===== src/rtl/switch_monitor_display.sv =====
// -----------------------------------------------------------------------------
// switch_monitor_display
//
// Board-level switch monitor. Each of CHANNELS slide switches is synchronised,
// debounced and shown on its own LED and 7-segment digit. The digit shows
// either the debounced switch state (0/1) or a 4-bit count of accepted
// changes in hex. The decimal point lights for FLASH_CYCLES after every
// accepted change.
//
// Ports
//   clock  in   system clock
//   reset  in   synchronous, active-high reset
//   SW     in   [0:CHANNELS-1]    raw asynchronous switches, 1 = up
//   MODE   in   0 = show state, 1 = show toggle count
//   CLEAR  in   synchronous clear of all toggle counts
//   LEDR   out  [0:CHANNELS-1]    debounced switch state, 1 = lit
//   HEX    out  [0:8*CHANNELS-1]  digit i = HEX[8*i +: 8], active-low,
//                                 slice MSB = DP, remaining bits = g..a
// -----------------------------------------------------------------------------
module switch_monitor_display #(
  parameter int CHANNELS        = 6,
  parameter int DEBOUNCE_CYCLES = 500000,
  parameter int FLASH_CYCLES    = 12500000
) (
  input  logic                  clock,
  input  logic                  reset,
  input  logic [0:CHANNELS-1]   SW,
  input  logic                  MODE,
  input  logic                  CLEAR,
  output logic [0:CHANNELS-1]   LEDR,
  output logic [0:8*CHANNELS-1] HEX
);

  localparam int CNT_W = $clog2(DEBOUNCE_CYCLES);
  localparam int FL_W  = $clog2(FLASH_CYCLES + 1);

  localparam logic [CNT_W-1:0] CNT_LAST = CNT_W'(DEBOUNCE_CYCLES - 1);
  localparam logic [FL_W-1:0]  FL_LOAD  = FL_W'(FLASH_CYCLES);

  // Two-stage synchroniser, debounced state and change strobe.
  logic [0:CHANNELS-1] s1_q, s2_q;
  logic [0:CHANNELS-1] st_q, st_d;
  logic [0:CHANNELS-1] chg;

  logic [CNT_W-1:0] cnt_q [CHANNELS];
  logic [CNT_W-1:0] cnt_d [CHANNELS];
  logic [3:0]       tc_q  [CHANNELS];
  logic [3:0]       tc_d  [CHANNELS];
  logic [FL_W-1:0]  fl_q  [CHANNELS];
  logic [FL_W-1:0]  fl_d  [CHANNELS];
  logic [7:0]       hex_q [CHANNELS];
  logic [7:0]       hex_d [CHANNELS];

  // Active-low segment pattern with the decimal point dark.
  function automatic logic [7:0] seg_code(input logic [3:0] v);
    logic [7:0] code;
    unique case (v)
      4'h0: code = 8'hC0;
      4'h1: code = 8'hF9;
      4'h2: code = 8'hA4;
      4'h3: code = 8'hB0;
      4'h4: code = 8'h99;
      4'h5: code = 8'h92;
      4'h6: code = 8'h82;
      4'h7: code = 8'hF8;
      4'h8: code = 8'h80;
      4'h9: code = 8'h90;
      4'hA: code = 8'h88;
      4'hB: code = 8'h83;
      4'hC: code = 8'hC6;
      4'hD: code = 8'hA1;
      4'hE: code = 8'h86;
      default: code = 8'h8E;
    endcase
    return code;
  endfunction

  always_comb begin
    // NOTE: every signal driven here gets a value on every path through the
    // block; a missing default would silently infer a latch.
    st_d = st_q;
    chg  = '0;
    for (int i = 0; i < CHANNELS; i++) begin
      // Debounce: count consecutive cycles disagreeing with the stable value;
      // any agreeing cycle restarts the count.
      cnt_d[i] = '0;
      if (s2_q[i] != st_q[i]) begin
        if (cnt_q[i] == CNT_LAST) begin
          st_d[i] = s2_q[i];
          chg[i]  = 1'b1;
        end else begin
          cnt_d[i] = cnt_q[i] + 1'b1;
        end
      end

      // CLEAR has priority over a simultaneous change.
      if (CLEAR) begin
        tc_d[i] = '0;
      end else if (chg[i]) begin
        tc_d[i] = tc_q[i] + 1'b1;
      end else begin
        tc_d[i] = tc_q[i];
      end

      // A new change restarts a flash already in progress.
      if (chg[i]) begin
        fl_d[i] = FL_LOAD;
      end else if (fl_q[i] != '0) begin
        fl_d[i] = fl_q[i] - 1'b1;
      end else begin
        fl_d[i] = fl_q[i];
      end

      hex_d[i] = seg_code(MODE ? tc_q[i] : {3'b000, st_q[i]});
      if (fl_q[i] != '0) begin
        hex_d[i][7] = 1'b0;
      end
    end
  end

  always_ff @(posedge clock) begin
    // NOTE: per-channel arrays here are plain flops, not RAM, so they are
    // reset like any other register.
    if (reset) begin
      s1_q <= '0;
      s2_q <= '0;
      st_q <= '0;
      for (int i = 0; i < CHANNELS; i++) begin
        cnt_q[i] <= '0;
        tc_q[i]  <= '0;
        fl_q[i]  <= '0;
        hex_q[i] <= 8'hC0;
      end
    end else begin
      // NOTE: non-blocking assignments so s2_q takes the old s1_q value and
      // the synchroniser really is two stages.
      s1_q <= SW;
      s2_q <= s1_q;
      st_q <= st_d;
      for (int i = 0; i < CHANNELS; i++) begin
        cnt_q[i] <= cnt_d[i];
        tc_q[i]  <= tc_d[i];
        fl_q[i]  <= fl_d[i];
        hex_q[i] <= hex_d[i];
      end
    end
  end

  assign LEDR = st_q;

  always_comb begin
    HEX = '0;
    for (int i = 0; i < CHANNELS; i++) begin
      HEX[8*i +: 8] = hex_q[i];
    end
  end

endmodule


===== config.mk =====
export PLATFORM = sky130hd
export DESIGN_NAME = switch_monitor_display
export DESIGN_NICKNAME = d
export VERILOG_FILES = /design/src/rtl/switch_monitor_display.sv
export SDC_FILE = /design/constraint.sdc
export NUM_CORES = 1
export LEC_CHECK = 0
export CAP_MARGIN = 40
export CORE_UTILIZATION = 50
export CTS_BUF_LIST = sky130_fd_sc_hd__clkbuf_16
export DETAILED_ROUTE_END_ITERATION = 10
export HOLD_SLACK_MARGIN = 0.1
export PLACE_DENSITY = 0.68
export SYNTH_ARGS = -nofsm -noshare
export SYNTH_HDL_FRONTEND = slang
export SYNTH_SLANG_ARGS = --single-unit

===== constraint.sdc =====
create_clock -name clock -period 5.7 [get_ports clock]
set_input_delay 1.14 -clock clock [delete_from_list [all_inputs] [get_ports clock]]
set_output_delay 1.14 -clock clock [all_outputs]
set_load 0.01 [all_outputs]

==> flow_metrics.tcl, run 1 <==
set metrics [dict create \
    worstMarginPinSlew_ns 0.8332 \
    setup_slack_ns 2.747 \
    syn_avg_cell_area_sq_um 8.561 \
    cts_buffers 38 \
    top_level_ports 64 \
    max_clock_freq_mhz 338.6 \
    report.final.hold_viol_count 0 \
    core_area_sq_mm 0.03270 \
    layout.filler_cells 2972 \
    grt_antenna_before_repair 0 \
    grt.overflow.total 0 \
    post_synth_inst_count 1950 \
    synth_top_family_by_area "simple AND/OR/NAND/NOR gates" \
    die_height_microns 184.7 \
    timing.critical_path.fanout_max 40 \
    antenna_left 0 \
    synth.net_count 2019 \
    final_net_count 2047 \
    synthDistinctLibCells 63 \
    timing.reg2reg.setup_slack_ns 2.93 \
    worstSetupStartpointType "primary input" \
    grt.met1_usage 0.2790 \
    pre_cts_slack_ns 2.208 \
    worst_hold_path_type "reg -> reg" \
    vdd_drop_max_mv 0.2875 \
    met3_global_route_usage 0.03221 \
    grt.met2_usage 0.3334 \
    cts-hold-fix-buffers 0 \
    post_route_fraction_of_the_period_consumed_by_the_critical_path 0.5181 \
    gr-max-usage-layer "met2" \
    placedCellCount 2380 \
    start_util 0.5105 \
    critPathRequiredTime_ns 6.09 \
    postRouteWirelength_mm 35.37 \
    static-leakage-power_nw 6.518 \
    critical_path.endpoint_type "flop" \
    grt_max_degree 57 \
    total_routing_usage_reported_by_global_routing 0.2071 \
    synth-seq-cells 348 \
    timing_max_transition_violations_final 0 \
    final_layout_size_suffix_gt1_frac 0.04636 \
    post_layout_nonfiller_instances 2448 \
    arrival_time_worst_endpoint_ns 3.35 \
    clk-insertion-delay-late_ns 0.51 \
    netlist_area_before_placement_sq_mm 0.01669 \
    setup_repair_after_global_routing_missed_its_margin "false" \
    clk_root_buffer_cell "sky130_fd_sc_hd__clkbuf_16" \
    p_total_w 0.008844 \
    clk_pin_slew_worst_paths_ns 0.06 \
    grt_pass1_vias 12542 \
    global_route_wire_length_before_repair_mm 59.09 \
    tritoncts "yes" \
    tns_ns 0 \
    vias_per_cell 5.600 \
    areaGrowthSynthToFinish_pct 12.90 \
    h-tree-depth 2 \
    maxCapViolations 0 \
    post_synth_mux_area_share 0.009969 \
    fp.dieArea_sq_mm 0.03412 \
    remaining_drc_errors 0 \
    asyncSetResetFlopFracSynth 0 \
    clock_skew_ns 0.01729 \
    detail_route.wl_per_cell_microns 14.45 \
    worst_slew_margin_rel 0.4398 \
    part_of_the_yosys_area_used_for_sequential_elements 0.4173 \
    run_status "finished, final reports clean" \
    ctsResizeCount 0 \
    drt_first_iter_violations 790 \
    edff_count_synth 0 \
    finalHoldWorstSlack_ns 0.4341 \
    worst-setup-path-type "in -> reg" \
    post_synth_and_or_nand_nor_area_fraction 0.2711 \
    synth-xor-area-share 0.1112 \
    power_density_mw_per_mm2 469.2 \
    detail_route.first_pass.iterations 7 \
    detailedPlacementHpwl_mm 24.10 \
    clockBufferDepth 3 \
    gp_congestion 0.8292 \
    x_dimension_of_the_die_microns 184.7 \
    placementRows 66 \
    cts_setup_buffers 0 \
    synth_compound_area_frac 0.1144 \
    final.min_clock_period_ns 2.953 \
    synthAdderAreaFrac 0.04422 \
    setup_violations 0 \
    antenna_cells_inserted 0 \
    dr_total_vias 13709 \
    count_of_warnings_emitted_by_yosys 0 \
    clkSinkCount 348 \
    portBuffers 63 \
    synth_ff_type "sky130_fd_sc_hd__dfxtp_1" \
]
## cell usage after synthesis, types with 4 or more instances
cell type | number | area [sq um]
sky130_fd_sc_hd__a211o_1 | 4 | 35.03
sky130_fd_sc_hd__a211oi_1 | 26 | 195.2
sky130_fd_sc_hd__a21boi_0 | 4 | 30.03
sky130_fd_sc_hd__a21oi_1 | 91 | 455.4
sky130_fd_sc_hd__a31oi_1 | 37 | 231.5
sky130_fd_sc_hd__and2_1 | 13 | 81.33
sky130_fd_sc_hd__and3_1 | 23 | 143.9
sky130_fd_sc_hd__and4_1 | 18 | 157.7
sky130_fd_sc_hd__buf_1 | 4 | 15.01
sky130_fd_sc_hd__buf_2 | 4 | 20.02
sky130_fd_sc_hd__clkbuf_1 | 75 | 281.5
sky130_fd_sc_hd__dfxtp_1 | 348 | 6967
sky130_fd_sc_hd__ha_1 | 59 | 738.2
sky130_fd_sc_hd__inv_1 | 56 | 210.2
sky130_fd_sc_hd__mux2i_1 | 11 | 110.1
sky130_fd_sc_hd__nand2_1 | 108 | 405.4
sky130_fd_sc_hd__nand2b_1 | 18 | 112.6
sky130_fd_sc_hd__nand3_1 | 72 | 360.4
sky130_fd_sc_hd__nand3b_1 | 10 | 75.07
sky130_fd_sc_hd__nand4_1 | 52 | 325.3
sky130_fd_sc_hd__nand4b_1 | 8 | 70.07
sky130_fd_sc_hd__nor2_1 | 303 | 1137
sky130_fd_sc_hd__nor2b_1 | 24 | 150.1
sky130_fd_sc_hd__nor3_1 | 74 | 370.4
sky130_fd_sc_hd__nor3b_1 | 5 | 37.54
sky130_fd_sc_hd__nor4_1 | 43 | 269.0
sky130_fd_sc_hd__nor4b_1 | 16 | 140.1
sky130_fd_sc_hd__nor4bb_1 | 9 | 90.09
sky130_fd_sc_hd__o2111ai_1 | 6 | 52.55
sky130_fd_sc_hd__o211ai_1 | 21 | 157.7
sky130_fd_sc_hd__o21ai_0 | 56 | 280.3
sky130_fd_sc_hd__o22a_1 | 9 | 78.83
sky130_fd_sc_hd__o311ai_0 | 6 | 52.55
sky130_fd_sc_hd__o31ai_1 | 9 | 67.56
sky130_fd_sc_hd__o41ai_1 | 6 | 52.55
sky130_fd_sc_hd__or2_2 | 9 | 56.30
sky130_fd_sc_hd__or3_1 | 35 | 219.0
sky130_fd_sc_hd__or4_1 | 21 | 157.7
sky130_fd_sc_hd__xnor2_1 | 111 | 972.2
sky130_fd_sc_hd__xor2_1 | 101 | 884.6
## cell usage in the layout (no fill, tap or decap), types with 9 or more instances in the layout
| cell type | count |
|---|---|
| sky130_fd_sc_hd__and3_1 | 23 |
| sky130_fd_sc_hd__dfxtp_1 | 348 |
| sky130_fd_sc_hd__inv_1 | 61 |
| sky130_fd_sc_hd__nor4_1 | 43 |
| sky130_fd_sc_hd__nand2_1 | 108 |
| sky130_fd_sc_hd__clkdlybuf4s50_1 | 61 |
| sky130_fd_sc_hd__a31oi_1 | 37 |
| sky130_fd_sc_hd__o22a_1 | 9 |
| sky130_fd_sc_hd__and2_1 | 13 |
| sky130_fd_sc_hd__nor3_1 | 74 |
| sky130_fd_sc_hd__o21ai_0 | 56 |
| sky130_fd_sc_hd__nor2_1 | 303 |
| sky130_fd_sc_hd__or3_1 | 35 |
| sky130_fd_sc_hd__xnor2_1 | 111 |
| sky130_fd_sc_hd__a211oi_1 | 26 |
| sky130_fd_sc_hd__a21oi_1 | 91 |
| sky130_fd_sc_hd__clkinv_1 | 10 |
| sky130_fd_sc_hd__o211ai_1 | 21 |
| sky130_fd_sc_hd__nor2b_1 | 24 |
| sky130_fd_sc_hd__nor4bb_1 | 9 |
| sky130_fd_sc_hd__xor2_1 | 101 |
| sky130_fd_sc_hd__mux2i_1 | 11 |
| sky130_fd_sc_hd__nor4b_1 | 16 |
| sky130_fd_sc_hd__nand4_1 | 52 |
| sky130_fd_sc_hd__or2_2 | 9 |
| sky130_fd_sc_hd__clkbuf_16 | 39 |
| sky130_fd_sc_hd__ha_1 | 59 |
| sky130_fd_sc_hd__nand3_1 | 72 |
| sky130_fd_sc_hd__nand2b_1 | 18 |
| sky130_fd_sc_hd__and4_1 | 18 |
| sky130_fd_sc_hd__or4_1 | 21 |
| sky130_fd_sc_hd__o31ai_1 | 9 |
| sky130_fd_sc_hd__nand3b_1 | 10 |
## path summary, 6_finish.rpt
path                            from                       to  depth (start not counted)
max                             MODE   hex_q[5][3]$_SDFF_PP0_                          8
min reg2reg       s1_q[3]$_SDFF_PP0_       s2_q[3]$_SDFF_PP0_                          1
max reg2reg  fl_q[0][0]$_SDFFE_PP0P_  fl_q[0][5]$_SDFFE_PP0P_                          7
min               s1_q[3]$_SDFF_PP0_       s2_q[3]$_SDFF_PP0_                          1
## worst max-delay path, stage by stage
cell                     delay (ns)
sky130_fd_sc_hd__buf_2         0.41
sky130_fd_sc_hd__buf_4         0.44
sky130_fd_sc_hd__mux2_2        0.42
sky130_fd_sc_hd__inv_1         0.13
sky130_fd_sc_hd__ha_1          0.13
sky130_fd_sc_hd__inv_1         0.04
sky130_fd_sc_hd__mux4_2        0.43
sky130_fd_sc_hd__and2_1        0.16
## sequential cells by signal (all words and copies together), names as in the netlist
signal	count
cnt_q	114
tc_q	24
s1_q	6
s2_q	6
fl_q	144
hex_q	48
LEDR	6
## layout make-up
type	instances	area, sq um	share of cell area
Clock buffer	39	975.9	0.05178
Clock inverter	29	237.7	0.01261
Inverter	57	214.0	0.01135
Multi-Input combinational cell	1462	9196	0.4880
Sequential cell	348	6967	0.3696
Tap cell	442	553.0	0.02934
Timing Repair Buffer	71	703.2	0.03731
## per-stage QoR
stage                     cell area [sq um]    util
after floorplan                       16690       -
after global placement                17610  0.5384
after detailed placement              17630  0.5392
after global routing                  18850  0.5763
after CTS                             18850  0.5763
final                                 18850  0.5763
## logic make-up after synthesis
group                      after synthesis
muxes                                   15
DFF                                    348
AOI/OAI and AO/OA                      299
and+or+nand+nor                        877
adders and majority gates               59
xor gates and xnor gates               212
buffers and inverters                  140
## power by group
group          internal [W]  switching (W)  total (W)
logic               0.00127        0.00197    0.00323
clock network       0.00142       0.000960    0.00238
registers           0.00285       0.000384    0.00323
## layer usage
layer | up-vias | share of wire
li1 | 6978 | -
met4 | 0 | 0.029
met3 | 64 | 0.039
met2 | 204 | 0.45
met1 | 6463 | 0.48
met5 | - | 0
Power figures use the tool's default switching activity.
==> run 2, diff against run 1 <==
==> constraint.sdc (replaced) <==
create_clock -name clock -period 3.1 [get_ports clock]
set_input_delay 0.62 -clock clock [delete_from_list [all_inputs] [get_ports clock]]
set_output_delay 0.62 -clock clock [all_outputs]
set_load 0.01 [all_outputs]
==> run 2 against run 1 <==
Net effect: setup slack got worse by 2.0 ns; count of clock-buffer cells in the layout did not move; final cell count is 0.25% higher; largest power group is now combinational cells; critical endpoint is now fl_q[0][5]$_SDFFE_PP0P_; design area rose by 0.48%; power increased by 86%; global-route usage rose by 0.22 points; largest cell class unchanged; sequential share of layout area is 0.18 points lower; first-iteration DRC count rose by 2.9%.
==> flow_metrics.tcl, run 2 (synthesized netlist as in run 1, its figures left out) <==
set metrics [dict create \
    grt_max_degree 46 \
    ctsResizeCount 0 \
    antenna_left 0 \
    clk_root_buffer_cell "sky130_fd_sc_hd__clkbuf_16" \
    layout.filler_cells 2962 \
    layout.core_utilization 0.5791 \
    cts_buffers 38 \
    antenna_cells_inserted 0 \
    worstSetupStartpointType "flop" \
    timing_max_transition_violations_final 0 \
    worstReg2RegStart "fl_q[0][5]$_SDFFE_PP0P_" \
    holdCritStartpoint "reset" \
    clockBufferDepth 3 \
    worst_hold_path_type "in -> reg" \
    placementRows 66 \
    post_route_fraction_of_the_period_consumed_by_the_critical_path 0.7743 \
    reg.largest.list "fl_q (144), cnt_q (114), hex_q (48)" \
    clock_skew_ns 0.03626 \
    worst_path_largest_cell_delay_ns 0.59 \
    tritoncts "yes" \
    total_area_of_multi_input_combinational_cells_sq_mm 0.009196 \
    critical_path.endpoint_type "flop" \
    portBuffers 63 \
    remaining_drc_errors 0 \
    postRouteWirelength_mm 34.98 \
    h-tree-depth 2 \
    gp_congestion 0.8245 \
    global_route_wire_length_before_repair_mm 60.12 \
    arrival_time_worst_endpoint_ns 2.75 \
    clk-insertion-delay-late_ns 0.53 \
    grt_antenna_before_repair 0 \
    crit_start "fl_q[0][5]$_SDFFE_PP0P_" \
    clk_pin_slew_worst_paths_ns 0.06 \
    detailedPlacementHpwl_mm 23.99 \
    layout.cells.most_common "sky130_fd_sc_hd__dfxtp_1" \
    clkSinkCount 348 \
    max_flop_register "fl_q" \
    final_net_count 2056 \
    grt.overflow.total 0 \
    maxCapViolations 0 \
    detail_route.first_pass.iterations 5 \
    register_area_sq_mm 0.006967 \
    setup_violations 0 \
    vias_per_cell 5.573 \
    detail_route.wl_per_cell_microns 14.25 \
    drt_first_iter_violations 813 \
    timing.critical_path.fanout_max 13 \
    cts-hold-fix-buffers 0 \
    final_cell_mix "348 x sky130_fd_sc_hd__dfxtp_1, 303 x sky130_fd_sc_hd__nor2_1, 111 x sky130_fd_sc_hd__xnor2_1" \
    critPathRequiredTime_ns 3.45 \
    fp.dieArea_sq_mm 0.03412 \
    grt_pass1_vias 12763 \
    worst-setup-path-type "reg -> reg" \
    x_dimension_of_the_die_microns 184.7 \
    worstMarginPinSlew_ns 0.8359 \
    critical_path.cell_chain "nor4_1 > nand4_1 > o21ai_0 > xor2_1 > a21oi_1" \
    largest_register_ff_count 144 \
    dr_total_vias 13675 \
    final_layout_size_suffix_gt1_frac 0.05169 \
    report.final.hold_viol_count 0 \
    max_clock_freq_mhz 416.6 \
    run_status "finished, final reports clean" \
    tns_ns 0 \
    top_level_ports 64 \
    areaGrowthSynthToFinish_pct 13.44 \
    core_area_sq_mm 0.03270 \
    final.min_clock_period_ns 2.400 \
    static-leakage-power_nw 6.554 \
    vdd_drop_max_mv 0.5993 \
    die_height_microns 184.7 \
    total_routing_usage_reported_by_global_routing 0.2093 \
    start_util 0.5105 \
    power_density_mw_per_mm2 870.1 \
    setup_repair_after_global_routing_missed_its_margin "false" \
    worst_slew_margin_rel 0.4349 \
    cts_setup_buffers 0 \
    worst_path_max_delay_cell "sky130_fd_sc_hd__nor4_1" \
]
[run 2: cell count changes in the layout (fill, tap and decap cells not counted), sizes merged]
cell | previous run | this run
buf | 10 | 19
bufinv | 4 | 6
clkinv | 19 | 15
clkinvlp | 1 | 3
inv | 62 | 59
[run 2: final cells by class]
class                           count  share of cell area
Multi-Input combinational cell   1462              0.4856
Clock buffer                       39             0.05154
Timing Repair Buffer               80             0.03964
Sequential cell                   348              0.3679
Tap cell                          442             0.02920
Clock inverter                     26             0.01480
Inverter                           57             0.01130
[run 2: path summary, 6_finish.rpt]
check / cells after the start / end / slack [ns]
max: 5 / fl_q[0][5]$_SDFFE_PP0P_ / 0.70
min: 2 / hex_q[1][5]$_SDFF_PP0_ / 0.39
max reg2reg: 5 / fl_q[0][5]$_SDFFE_PP0P_ / 0.70
min reg2reg: 1 / s2_q[2]$_SDFF_PP0_ / 0.44
[run 2: critical path: cells and delay by family (launching register included)]
family,cells,cell delay (ns)
xor gates and xnor gates,1,0.18
AOI/OAI and AO/OA,2,0.56
and+or+nand+nor,2,1.17
DFF,1,0.36
[run 2: report_power, final]
part           leakage [nW]  total (W)  internal [W]  switching (W)
registers              2.83    0.00593       0.00523       0.000700
clock network         0.619    0.00457       0.00278        0.00179
logic                  3.11    0.00597       0.00240        0.00357
[run 2: through the flow]
stage / cells / setup slack (ns) / total power (W) / area [sq um] / hold WS, ns
global placement: 2389 / 0.5248 / 0.01181 / 17680 / 0.4162
floorplan: 1950 / 0.5525 / 0.01076 / 16690 / 0.4138
CTS: 2454 / 0.7158 / 0.01657 / 18940 / 0.3709
detailed placement: 2389 / 0.3123 / 0.01194 / 17680 / 0.4254
finish: 2454 / 0.6995 / 0.01648 / 18940 / 0.3862
global route: 2454 / 0.4428 / 0.01773 / 18940 / 0.3946
[run 2: routing by layer]
| layer | GRT usage | wire length [microns] | vias to the layer above |
|---|---|---|---|
| met5 | 0 | 0 | - |
| met4 | 0.06083 | 747 | 0 |
| met3 | 0.03161 | 1380 | 56 |
| met2 | 0.3491 | 16000 | 232 |
| met1 | 0.2789 | 16850 | 6402 |
| li1 | - | - | 6985 |
==> run 3, diff against run 2 <==
==> constraint.sdc (replaced) <==
create_clock -name clock -period 2.4 [get_ports clock]
set_input_delay 0.48 -clock clock [delete_from_list [all_inputs] [get_ports clock]]
set_output_delay 0.48 -clock clock [all_outputs]
set_load 0.01 [all_outputs]
==> run 3 against run 2 <==
Net effect: design area is 2.1% higher; wire length is 3.0% higher; first-iteration DRC count is 12% lower; clock power is 31% higher; clock skew is 0.017 ns lower; core utilization is 1.2 points higher; die area stayed put; largest power group unchanged.
==> flow_metrics.tcl, run 3 (synthesized netlist as in run 1, its figures left out) <==
set metrics [dict create \
    total_routing_usage_reported_by_global_routing 0.2133 \
    post_route_fraction_of_the_period_consumed_by_the_critical_path 0.9420 \
    reg2regPathDepth 5 \
    worst_path_max_delay_cell "sky130_fd_sc_hd__or4_4" \
    core_area_sq_mm 0.03270 \
    antenna_left 0 \
    report.final.hold_viol_count 0 \
    hold-path-endpoint "s1_q[2]$_SDFF_PP0_" \
    grt_antenna_before_repair 0 \
    tritoncts "yes" \
    vdd_drop_max_mv 0.7128 \
    timing_max_transition_violations_final 0 \
    setup_repair_after_global_routing_missed_its_margin "false" \
    finalHoldWorstSlack_ns 0.3343 \
    worst_path_largest_cell_delay_ns 0.55 \
    clkSinkCount 348 \
    vias_per_cell 5.523 \
    start_util 0.5105 \
    post_layout_nonfiller_instances 2507 \
    clk-insertion-delay-late_ns 0.54 \
    power_density_mw_per_mm2 1143 \
    path_buf_inv 0 \
    detail_route.first_pass.iterations 5 \
    final_layout_size_suffix_gt1_frac 0.07264 \
    die_height_microns 184.7 \
    clk_root_buffer_cell "sky130_fd_sc_hd__clkbuf_16" \
    gp_congestion 0.8321 \
    placedCellCount 2436 \
    clockBufferDepth 3 \
    max_clock_freq_mhz 442.3 \
    worstReg2RegStart "fl_q[3][2]$_SDFFE_PP0P_" \
    detail_route.wl_per_cell_microns 14.37 \
    final_net_count 2104 \
    worst_hold_path_type "in -> reg" \
    setup_violations 0 \
    reg.largest.list "fl_q (144), cnt_q (114), hex_q (48)" \
    drt_first_iter_violations 715 \
    layout.core_utilization 0.5911 \
    grt_max_degree 40 \
    clock_skew_ns 0.01942 \
    final_cell_mix "348 x sky130_fd_sc_hd__dfxtp_1, 303 x sky130_fd_sc_hd__nor2_1, 111 x sky130_fd_sc_hd__xnor2_1" \
    fp.dieArea_sq_mm 0.03412 \
    final.min_clock_period_ns 2.261 \
    holdCritStartpoint "reset" \
    run_status "finished, final reports clean" \
    top_level_ports 64 \
    grt.overflow.total 0 \
    grt_pass1_vias 12987 \
    arrival_time_worst_endpoint_ns 2.73 \
    timing.reg2reg.setup_slack_ns 0.14 \
    maxCapViolations 0 \
    register_area_sq_mm 0.006967 \
    largest_register_ff_count 144 \
    critPathRequiredTime_ns 2.87 \
    total_area_of_multi_input_combinational_cells_sq_mm 0.009205 \
    x_dimension_of_the_die_microns 184.7 \
    detailedPlacementHpwl_mm 24.86 \
    critical_path.reg2reg.endpoint "fl_q[3][19]$_SDFFE_PP0P_" \
    remaining_drc_errors 0 \
    worstSetupStartpointType "flop" \
    worstMarginPinSlew_ns 0.6936 \
    worst-setup-path-type "reg -> reg" \
    postRouteWirelength_mm 36.04 \
    worst_slew_margin_rel 0.5334 \
    layout.filler_cells 2917 \
    static-leakage-power_nw 6.825 \
    global_route_wire_length_before_repair_mm 60.75 \
    layout.cells.most_common "sky130_fd_sc_hd__dfxtp_1" \
    max_flop_register "fl_q" \
    clk_pin_slew_worst_paths_ns 0.06 \
    critical_path.top_delay_family "simple AND/OR/NAND/NOR gates" \
    critical_path.endpoint_type "flop" \
    placementRows 66 \
    tns_ns 0 \
    antenna_cells_inserted 0 \
    hold_path_depth 2 \
    areaGrowthSynthToFinish_pct 15.80 \
    critical_path.cell_chain "or4_4 > or2_1 > a211o_4 > or4_1 > a31oi_1" \
    cts_buffers 39 \
    h-tree-depth 2 \
    portBuffers 63 \
    dr_total_vias 13847 \
    timing.critical_path.fanout_max 15 \
]
==> run 3: changes by cell type in the layout (fill, tap and decap cells not counted), sizes merged <==
cell      before  now
clkinvlp       3    0
inv           59   69
clkinv        15   14
buf           19   66
==> run 3: power breakdown <==
group	total, W	switching (W)	internal (W)	leakage (nW)
logic	0.00844	0.00482	0.00362	3.33
registers	0.00768	0.000922	0.00676	2.83
clock network	0.00597	0.00237	0.00360	0.667
==> run 3: per-stage QoR <==
| step | total power, W | cell area, sq um | worst slack [ns] |
|---|---|---|---|
| 2_1_floorplan | 0.01390 | 16690 | 0.04387 |
| 3_3_place_gp | 0.01588 | 18050 | 0.1390 |
| 3_5_place_dp | 0.01609 | 18050 | 0.07973 |
| 4_1_cts | 0.02218 | 19320 | 0.07041 |
| 5_1_grt | 0.02370 | 19330 | 0.001915 |
| 6_report | 0.02210 | 19330 | 0.1393 |
==> run 3: layer usage <==
layer	vias up	GRT usage	part of all wire
met1	6438	0.2772	0.48
met5	-	0	0
li1	7084	-	-
met2	259	0.3523	0.45
met3	66	0.03695	0.045
met4	0	0.08099	0.027
==> run 3: worst max path at each step <==
stage                              from                  endpoint  slack [ns]  depth (start not counted)
2_1_floorplan                      MODE    hex_q[5][3]$_SDFF_PP0_        0.04                          8
3_3_place_gp    fl_q[3][2]$_SDFFE_PP0P_  fl_q[3][19]$_SDFFE_PP0P_        0.14                          5
3_5_place_dp    fl_q[3][2]$_SDFFE_PP0P_  fl_q[3][21]$_SDFFE_PP0P_        0.08                          5
4_1_cts         fl_q[3][2]$_SDFFE_PP0P_  fl_q[3][19]$_SDFFE_PP0P_        0.07                          5
5_1_grt        fl_q[3][10]$_SDFFE_PP0P_  fl_q[3][20]$_SDFFE_PP0P_       0.002                          5
6_report        fl_q[3][2]$_SDFFE_PP0P_  fl_q[3][19]$_SDFFE_PP0P_        0.14                          5
==> run 3: what timing repair did <==
| item | CTS | global route |
|---|---|---|
| setup buffers | 0 | 0 |
| endpoints found under the setup margin | 0 | 3 |
| hold buffers | 0 | 0 |
| gates resized for setup | 0 | 2 |
==> run 3: area by class of cell <==
class,count,area share
clock buffers,39,0.05049
clock inverters,32,0.01553
inverters,57,0.01107
multi-input cells,1462,0.4762
flip-flops and latches,348,0.3604
well taps,442,0.02861
repair buffers,127,0.05773
